==> config.mk <==
export PLATFORM = sky130hd
export DESIGN_NAME = dmem_ctrl_flat
export DESIGN_NICKNAME = d
export VERILOG_FILES = /design/src/rtl/dmem_ctrl_if.sv /design/src/rtl/dmem_ctrl.sv /design/src/flat_wrapper.sv
export SDC_FILE = /design/constraint.sdc
export NUM_CORES = 1
export LEC_CHECK = 0
export BUFFER_PORTS_ARGS = -buffer_cell sky130_fd_sc_hd__buf_4
export CORE_MARGIN = 4
export CORE_UTILIZATION = 44
export CTS_CLUSTER_DIAMETER = 100
export CTS_CLUSTER_SIZE = 24
export DETAILED_ROUTE_END_ITERATION = 16
export GPL_TIMING_DRIVEN = 0
export PLACE_DENSITY = 0.77
export SKIP_CTS_REPAIR_TIMING = 1
export SLEW_MARGIN = 10
export SYNTH_ARGS = -nofsm -noshare
export SYNTH_HDL_FRONTEND = slang
export SYNTH_SLANG_ARGS = --single-unit
==> constraint.sdc <==
create_clock -name clock -period 1.7 [get_ports clock]
set_input_delay 0.085 -clock clock [delete_from_list [all_inputs] [get_ports clock]]
set_output_delay 0.085 -clock clock [all_outputs]
set_load 0.05 [all_outputs]
==> src/rtl/dmem_ctrl_if.sv <==
// Processor-side request/response bundle for the data-memory controller.
interface dmem_ctrl_if;
  logic        req;
  logic [31:0] addr;
  logic        write_enable;
  logic        byte_sel;
  logic        half_word;
  logic        sign_extend;
  logic [31:0] data_in;
  logic [31:0] data_out;
  logic        done;
  logic        err;

  modport master (
    output req, addr, write_enable, byte_sel, half_word, sign_extend, data_in,
    input  data_out, done, err
  );

  modport slave (
    input  req, addr, write_enable, byte_sel, half_word, sign_extend, data_in,
    output data_out, done, err
  );
endinterface

==> src/rtl/dmem_ctrl.sv <==
// Big-endian byte/half/word load-store controller in front of a single-port
// SRAM with one-cycle read latency; sub-word stores use read-modify-write.
module dmem_ctrl #(
  parameter int unsigned DEPTH_WORDS = 4096,
  parameter int unsigned AW          = 12
) (
  input  logic          clock,
  input  logic          reset,
  dmem_ctrl_if.slave    bus,
  output logic [AW-1:0] sram_addr,
  output logic          sram_we,
  output logic [31:0]   sram_wdata,
  input  logic [31:0]   sram_rdata
);

  typedef enum logic [2:0] {
    IDLE, WR, RD, RESP, RMW_RD, RMW_MRG, RMW_WR, ERR
  } state_t;

  state_t        state;
  logic          is_b, is_h, is_w, misaligned;
  logic [1:0]    off;
  logic [7:0]    lane8;
  logic [15:0]   lane16;
  logic [31:0]   load_val, merged;
  logic [AW-1:0] word_idx;

  always_comb begin
    off        = bus.addr[1:0];
    is_b       = bus.byte_sel;
    is_h       = bus.half_word & ~bus.byte_sel;
    is_w       = ~bus.byte_sel & ~bus.half_word;
    misaligned = (is_h & off[0]) | (is_w & (off != 2'b00));
    word_idx   = bus.addr[AW+1:2] & AW'(DEPTH_WORDS - 1);

    case (off)
      2'd0:    lane8 = sram_rdata[31:24];
      2'd1:    lane8 = sram_rdata[23:16];
      2'd2:    lane8 = sram_rdata[15:8];
      default: lane8 = sram_rdata[7:0];
    endcase
    lane16 = off[1] ? sram_rdata[15:0] : sram_rdata[31:16];

    if (is_b)
      load_val = {{24{bus.sign_extend & lane8[7]}}, lane8};
    else if (is_h)
      load_val = {{16{bus.sign_extend & lane16[15]}}, lane16};
    else
      load_val = sram_rdata;

    merged = sram_rdata;
    if (is_b) begin
      case (off)
        2'd0:    merged[31:24] = bus.data_in[7:0];
        2'd1:    merged[23:16] = bus.data_in[7:0];
        2'd2:    merged[15:8]  = bus.data_in[7:0];
        default: merged[7:0]   = bus.data_in[7:0];
      endcase
    end else if (is_h) begin
      if (off[1]) merged[15:0]  = bus.data_in[15:0];
      else        merged[31:16] = bus.data_in[15:0];
    end
  end

  // Request fields are held until done, so later states read them live.
  // sram_wdata doubles as the read-modify-write merge register.
  always_ff @(posedge clock or negedge reset) begin
    if (!reset) begin
      state        <= IDLE;
      bus.done     <= 1'b0;
      bus.err      <= 1'b0;
      bus.data_out <= '0;
      sram_we      <= 1'b0;
      sram_addr    <= '0;
      sram_wdata   <= '0;
    end else begin
      bus.done <= 1'b0;
      bus.err  <= 1'b0;
      sram_we  <= 1'b0;
      case (state)
        IDLE: begin
          // done still high here means the previous load just finished
          if (bus.req && !bus.done) begin
            sram_addr <= word_idx;
            if (misaligned) begin
              state    <= ERR;
              bus.done <= 1'b1;
              bus.err  <= 1'b1;
            end else if (bus.write_enable) begin
              if (is_w) begin
                state      <= WR;
                sram_we    <= 1'b1;
                sram_wdata <= bus.data_in;
                bus.done   <= 1'b1;
              end else begin
                state <= RMW_RD;
              end
            end else begin
              state <= RD;
            end
          end
        end
        RD:      state <= RESP;
        RESP: begin
          bus.data_out <= load_val;
          bus.done     <= 1'b1;
          state        <= IDLE;
        end
        RMW_RD:  state <= RMW_MRG;
        RMW_MRG: begin
          sram_wdata <= merged;
          sram_we    <= 1'b1;
          bus.done   <= 1'b1;
          state      <= RMW_WR;
        end
        WR, RMW_WR, ERR: state <= IDLE;
        default:         state <= IDLE;
      endcase
    end
  end

endmodule

==> src/flat_wrapper.sv <==
// flat-port wrapper written by rule: the top's interface ports become plain ports
module dmem_ctrl_flat 
#(
  parameter int unsigned DEPTH_WORDS = 4096,
  parameter int unsigned AW          = 12
)
  (clock, reset, sram_addr, sram_we, sram_wdata, sram_rdata, bus_req, bus_addr, bus_write_enable, bus_byte_sel, bus_half_word, bus_sign_extend, bus_data_in, bus_data_out, bus_done, bus_err);
  dmem_ctrl_if bus_i ();
  input  logic clock;
  input  logic reset;
  output logic [AW-1:0] sram_addr;
  output logic sram_we;
  output logic [31:0] sram_wdata;
  input  logic [31:0] sram_rdata;
  input wire logic [$bits(bus_i.req)-1:0] bus_req;
  input wire logic [$bits(bus_i.addr)-1:0] bus_addr;
  input wire logic [$bits(bus_i.write_enable)-1:0] bus_write_enable;
  input wire logic [$bits(bus_i.byte_sel)-1:0] bus_byte_sel;
  input wire logic [$bits(bus_i.half_word)-1:0] bus_half_word;
  input wire logic [$bits(bus_i.sign_extend)-1:0] bus_sign_extend;
  input wire logic [$bits(bus_i.data_in)-1:0] bus_data_in;
  output wire logic [$bits(bus_i.data_out)-1:0] bus_data_out;
  output wire logic [$bits(bus_i.done)-1:0] bus_done;
  output wire logic [$bits(bus_i.err)-1:0] bus_err;
  assign bus_i.req = bus_req;
  assign bus_i.addr = bus_addr;
  assign bus_i.write_enable = bus_write_enable;
  assign bus_i.byte_sel = bus_byte_sel;
  assign bus_i.half_word = bus_half_word;
  assign bus_i.sign_extend = bus_sign_extend;
  assign bus_i.data_in = bus_data_in;
  assign bus_data_out = bus_i.data_out;
  assign bus_done = bus_i.done;
  assign bus_err = bus_i.err;
  dmem_ctrl #(.DEPTH_WORDS(DEPTH_WORDS), .AW(AW)) u_core (.clock(clock), .reset(reset), .bus(bus_i), .sram_addr(sram_addr), .sram_we(sram_we), .sram_wdata(sram_wdata), .sram_rdata(sram_rdata));
endmodule
### Word-level counts from Yosys, hierarchy flattened

Index checks and enable logic that the tools add are counted.

* equality and inequality tests: 13
* multiplexer cells: 33
* bitwise operators: 9
* reduce and logical (&&, ||, !) cells: 11

Operators with widths (number)
* 32-bit 2-to-1 mux: 8
* 32-bit case mux with 2 select lines: 1
* 16-bit 2-to-1 mux: 3
* 8-bit 2-to-1 mux: 4
* 8-bit case mux with 3 select lines: 1
* 3-bit case mux with 5 select lines: 1
* 3-bit equality test, second input constant: 4
* 3-bit 2-to-1 mux: 4
* 1-bit 2-to-1 mux: 9
* 1-bit bitwise AND: 6
* 3-bit by 2-bit equality test with 1-bit output, second input constant: 2
* 5-bit AND reduction: 1
* 2-bit by 1-bit != test with 1-bit output, second input constant: 2
* 2-bit != test, second input constant: 2
* 1-bit case mux with 2 select lines: 2
* 2-bit nonzero test: 2
* 4-bit OR reduction: 1
* 3-bit by 1-bit equality test with 1-bit output, second input constant: 1
* 3-bit logical NOT: 1
* 3-bit OR reduction: 1
* 2-bit by 1-bit equality test with 1-bit output, second input constant: 1
* 2-bit equality test, second input constant: 1
* 2-bit logical NOT: 1
* 1-bit NOT: 2
* 5 further kinds: 5

* register bits after elaboration: 82
* word-level logic and storage cells: 73

### Logic depth before layout (Yosys ltp)

* depth in word-level cells: 7
* mapped depth: 8
* gate-level depth less buffers: 4

### Worst setup path before layout

No wires, ideal clock.

* path kind: flip-flop to flip-flop
* start: reg u_core.bus.done
* end: reg u_core.sram_wdata[15]
* data arrival time: 1.646 ns
* setup slack: -0.039 ns
* cell stages (with the launch flop): 8
* buffers on the path: 3
* clock period less this slack: 1.739 ns
* cell sequence: dfrtp_1 nor3b_2 and4_1 buf_4 buf_6 buf_6 nor3_1 a211oi_1

* cells in the longest elaborated chain, start to end: 4

RTL lines
* start: declaration: RTL line dmem_ctrl_if.sv:21 `output data_out, done, err`
* start signal: assignment: RTL line dmem_ctrl.sv:70 `bus.done <= 1'b0;`
* start signal: assignment: RTL line dmem_ctrl.sv:77 `bus.done <= 1'b0;`
* start signal: assignment: RTL line dmem_ctrl.sv:87 `bus.done <= 1'b1;`
* 1-bit logical NOT: RTL line dmem_ctrl.sv:83 `if (bus.req && !bus.done) begin`
* 1-bit logical AND: RTL line dmem_ctrl.sv:83
* 2-bit by 1-bit != test with 1-bit output (no source line)
* 5-bit AND reduction (no source line)
* end signal: assignment: RTL line dmem_ctrl.sv:93 `sram_wdata <= bus.data_in;`
* end signal: assignment: RTL line dmem_ctrl.sv:111 `sram_wdata <= merged;`
* end: declaration: RTL line dmem_ctrl.sv:12 `output logic [31:0] sram_wdata,`

Every way passes these cells.
A chain may end at the register's enable or synchronous reset.

### Worst setup path after layout

* start: reg u_core.bus.done
* end: reg u_core.sram_wdata[31]

The elaborated chain is that of the path after synthesis.

==> flow_summary.ini <==
[sta]
hold_slack_ns = -0.0299
max-slew-margin-rel_pct = 30.2
min_period_over_period_pct = 97.8
fin_tns_setup_ns = 0
fin_worst_skew_ns = 0.00836
slew_viol_final = 0
hold_viol = 1
finalSetupViolCount = 0
final.min_clock_period_ns = 1.66
clock.fmax_ghz = 0.601
worst_slew_pin_slew_ns = 1.05

[outcome]
violations = negative hold slack
outcome = finished, violations left

[die]
die_w_um = 109
dieArea_mm2 = 0.0119
die_h_um = 109
std_cell_rows = 36
ios = 182
start_util_pct = 45.6
core_area_mm2 = 0.00982

[grt]
grt_pass1_vias = 4326
top_usage_layer = met2
met3_usage_pct = 6.10
grt_max_degree = 83
use_met2_pct = 40.8
met1_usage_pct = 34.0
track_usage_pct = 25.5
grt_pass1_wl_um = 23100
grt_overflow = 0
antenna_found_initial = 0

[worst_setup_path]
critPathLaunch = u_core.bus.done$_DFF_PN0_
r2r_start = u_core.bus.done$_DFF_PN0_
end_kind = flop
crit_end = u_core.sram_wdata[31]$_DFFE_PN0P_
r2r-end = u_core.sram_wdata[31]$_DFFE_PN0P_
r2r_cells = 8
rrSetupSlack_ns = 0.04
startpoint_type = flop
crit_type = reg -> reg
cp_max_fo = 7
cp_data_arrival_time_ns = 1.93
cp.required_ns = 1.97

[clocking]
clk_latency_ns = 0.35
cts_tree = yes
root_buffer = clkbuf_8
htreeDepth = 3
cts-buffers-inserted = 9
cts_buffer_depth = 2
clock_sinks = 82
path_clk_slew_ns = 0.09

[flow_run]
max-cap-violations = 0

[synthesis]
synth.avg_cell_area_um2 = 10.3
synth_edf_count = 0
seq_area_frac_synth_pct = 45.8
syn_area_mm2 = 0.00448
yosys_register_bits = 82
synth_area_leaders = dfrtp_1, mux2i_1, a21oi_1
yosys-top-cells-count = dfrtp_1, a21oi_1, mux2i_1
synth-main-ff-cell = dfrtp_1
yosysWarningCount = 0
yosysMostFrequentCell = dfrtp_1
synth-async-reset-ratio_pct = 100
synth_top_cell_area_share_pct = 45.8
synthCells = 436
netlist-cell-type-count = 43
synth_nets = 539
synth_area_leader_cell = dfrtp_1

[layout]
drive_gt1_share_pct = 40.9
antenna_cells = 0
syn_to_final_growth_pct = 44.1
fillers = 828
fin_nets = 741
regArea_mm2 = 0.00206
final_core_utilization_pct = 65.7
multi_input_area_mm2 = 0.00227

[worst_hold_path]
hold_path.class = in -> reg
hold_depth = 3

[pwr]
power.leakage_nw = 3.02
peakVddDrop_uv = 1500
power.density_mw_per_mm2 = 1930
finalPower_mw = 12.5

[placed_design]
io_buffers = 162
dp_hpwl_um = 11700
gp_congestion = 0.926

[detailed_routing]
dr_total_vias = 4425
firstDrtPassIters = 5
antenna_left = 0
drtIter0Drc = 365
wl_per_cell_um = 19.8
drc = 0
wl_um = 15400
via_per_inst = 5.70
report_power, final:
group,switching (mW),internal [mW]
clock,0.748,0.880
sequential,0.607,2.91
combinational,4.89,2.44
total,6.25,6.23
through the flow:
step / worst slack [ns] / instances / area, um2
2_1_floorplan: 0.0472 / 436 / 4480
3_3_place_gp: -0.117 / 731 / 5860
3_5_place_dp: -0.158 / 731 / 5860
4_1_cts: -0.152 / 747 / 6090
5_1_grt: -0.0199 / 776 / 6450
6_report: 0.0367 / 776 / 6450
worst min path at each step:
| stage | startpoint | to | slack, ns |
|---|---|---|---|
| final | bus_data_in[27] | u_core.sram_wdata[27]$_DFFE_PN0P_ | -0.03 |
| after floorplan | reset | u_core.bus.data_out[0]$_DFFE_PN0N_ | -0.21 |
| after global placement | reset | u_core.sram_wdata[22]$_DFFE_PN0P_ | 0.31 |
| after detailed placement | bus_data_in[20] | u_core.sram_wdata[20]$_DFFE_PN0P_ | 0.32 |
| after global routing | sram_rdata[0] | u_core.sram_wdata[0]$_DFFE_PN0P_ | 0.01 |
| after CTS | reset | u_core.sram_wdata[22]$_DFFE_PN0P_ | -0.06 |
critical path, cell delays in order, from the launching register on:
cell and delay, ns:
dfrtp_2 0.44, nor3b_4 0.29, and4_1 0.24, buf_6 0.13
buf_8 0.11, buf_8 0.11, buf_4 0.11, nand2_1 0.04
o211ai_1 0.10
cells by family (layout without fill, tap and decap cells):
group                  Yosys count  in the layout  share of synthesized area [%]
AO/OA/AOI/OAI                  133            133                           19.3
flip-flops                      82             82                           45.8
XOR/XNOR                         1              1                          0.196
AND/OR/NAND/NOR                110            110                           13.1
buffers and inverters           38            245                           4.33
multiplexers                    72             72                           17.3
registers in the layout, indices dropped and copies added, names as in the netlist:
signal and count:
u_core.bus.data_out 32, u_core.bus.done 1, u_core.bus.err 1, u_core.sram_addr 12, u_core.sram_wdata 32, u_core.sram_we 1
u_core.state 3
cells in the final DEF (no fill, tap or decap), types with 8 or more instances in the layout:
master	count
buf_4	174
nand2_1	16
a22oi_1	8
nand3_1	12
clkbuf_8	10
or3_1	8
o221a_2	8
a31oi_1	8
nor2_1	38
nor3b_1	11
buf_2	8
mux2_2	23
clkbuf_1	8
mux2i_1	47
o211ai_1	9
dfrtp_1	78
a22o_1	8
dlygate4sd3_1	21
a21oi_1	64
final cells by class:
cell class	instances	area share, %
clock inverters	5	1.32
plain buffers	32	3.12
clock buffers	11	2.19
well taps	133	2.58
flip-flops and latches	82	31.9
multi-input cells	316	35.3
inverters	4	0.233
repair buffers	193	23.4
routing by layer:
layer / vias to the layer above / part of all wire (%)
li1: 2020 / -
met1: 2156 / 39
met2: 219 / 49
met3: 30 / 8.8
met4: 0 / 2.4
met5: - / 0
No activity file was read; power rests on OpenSTA's default activity.
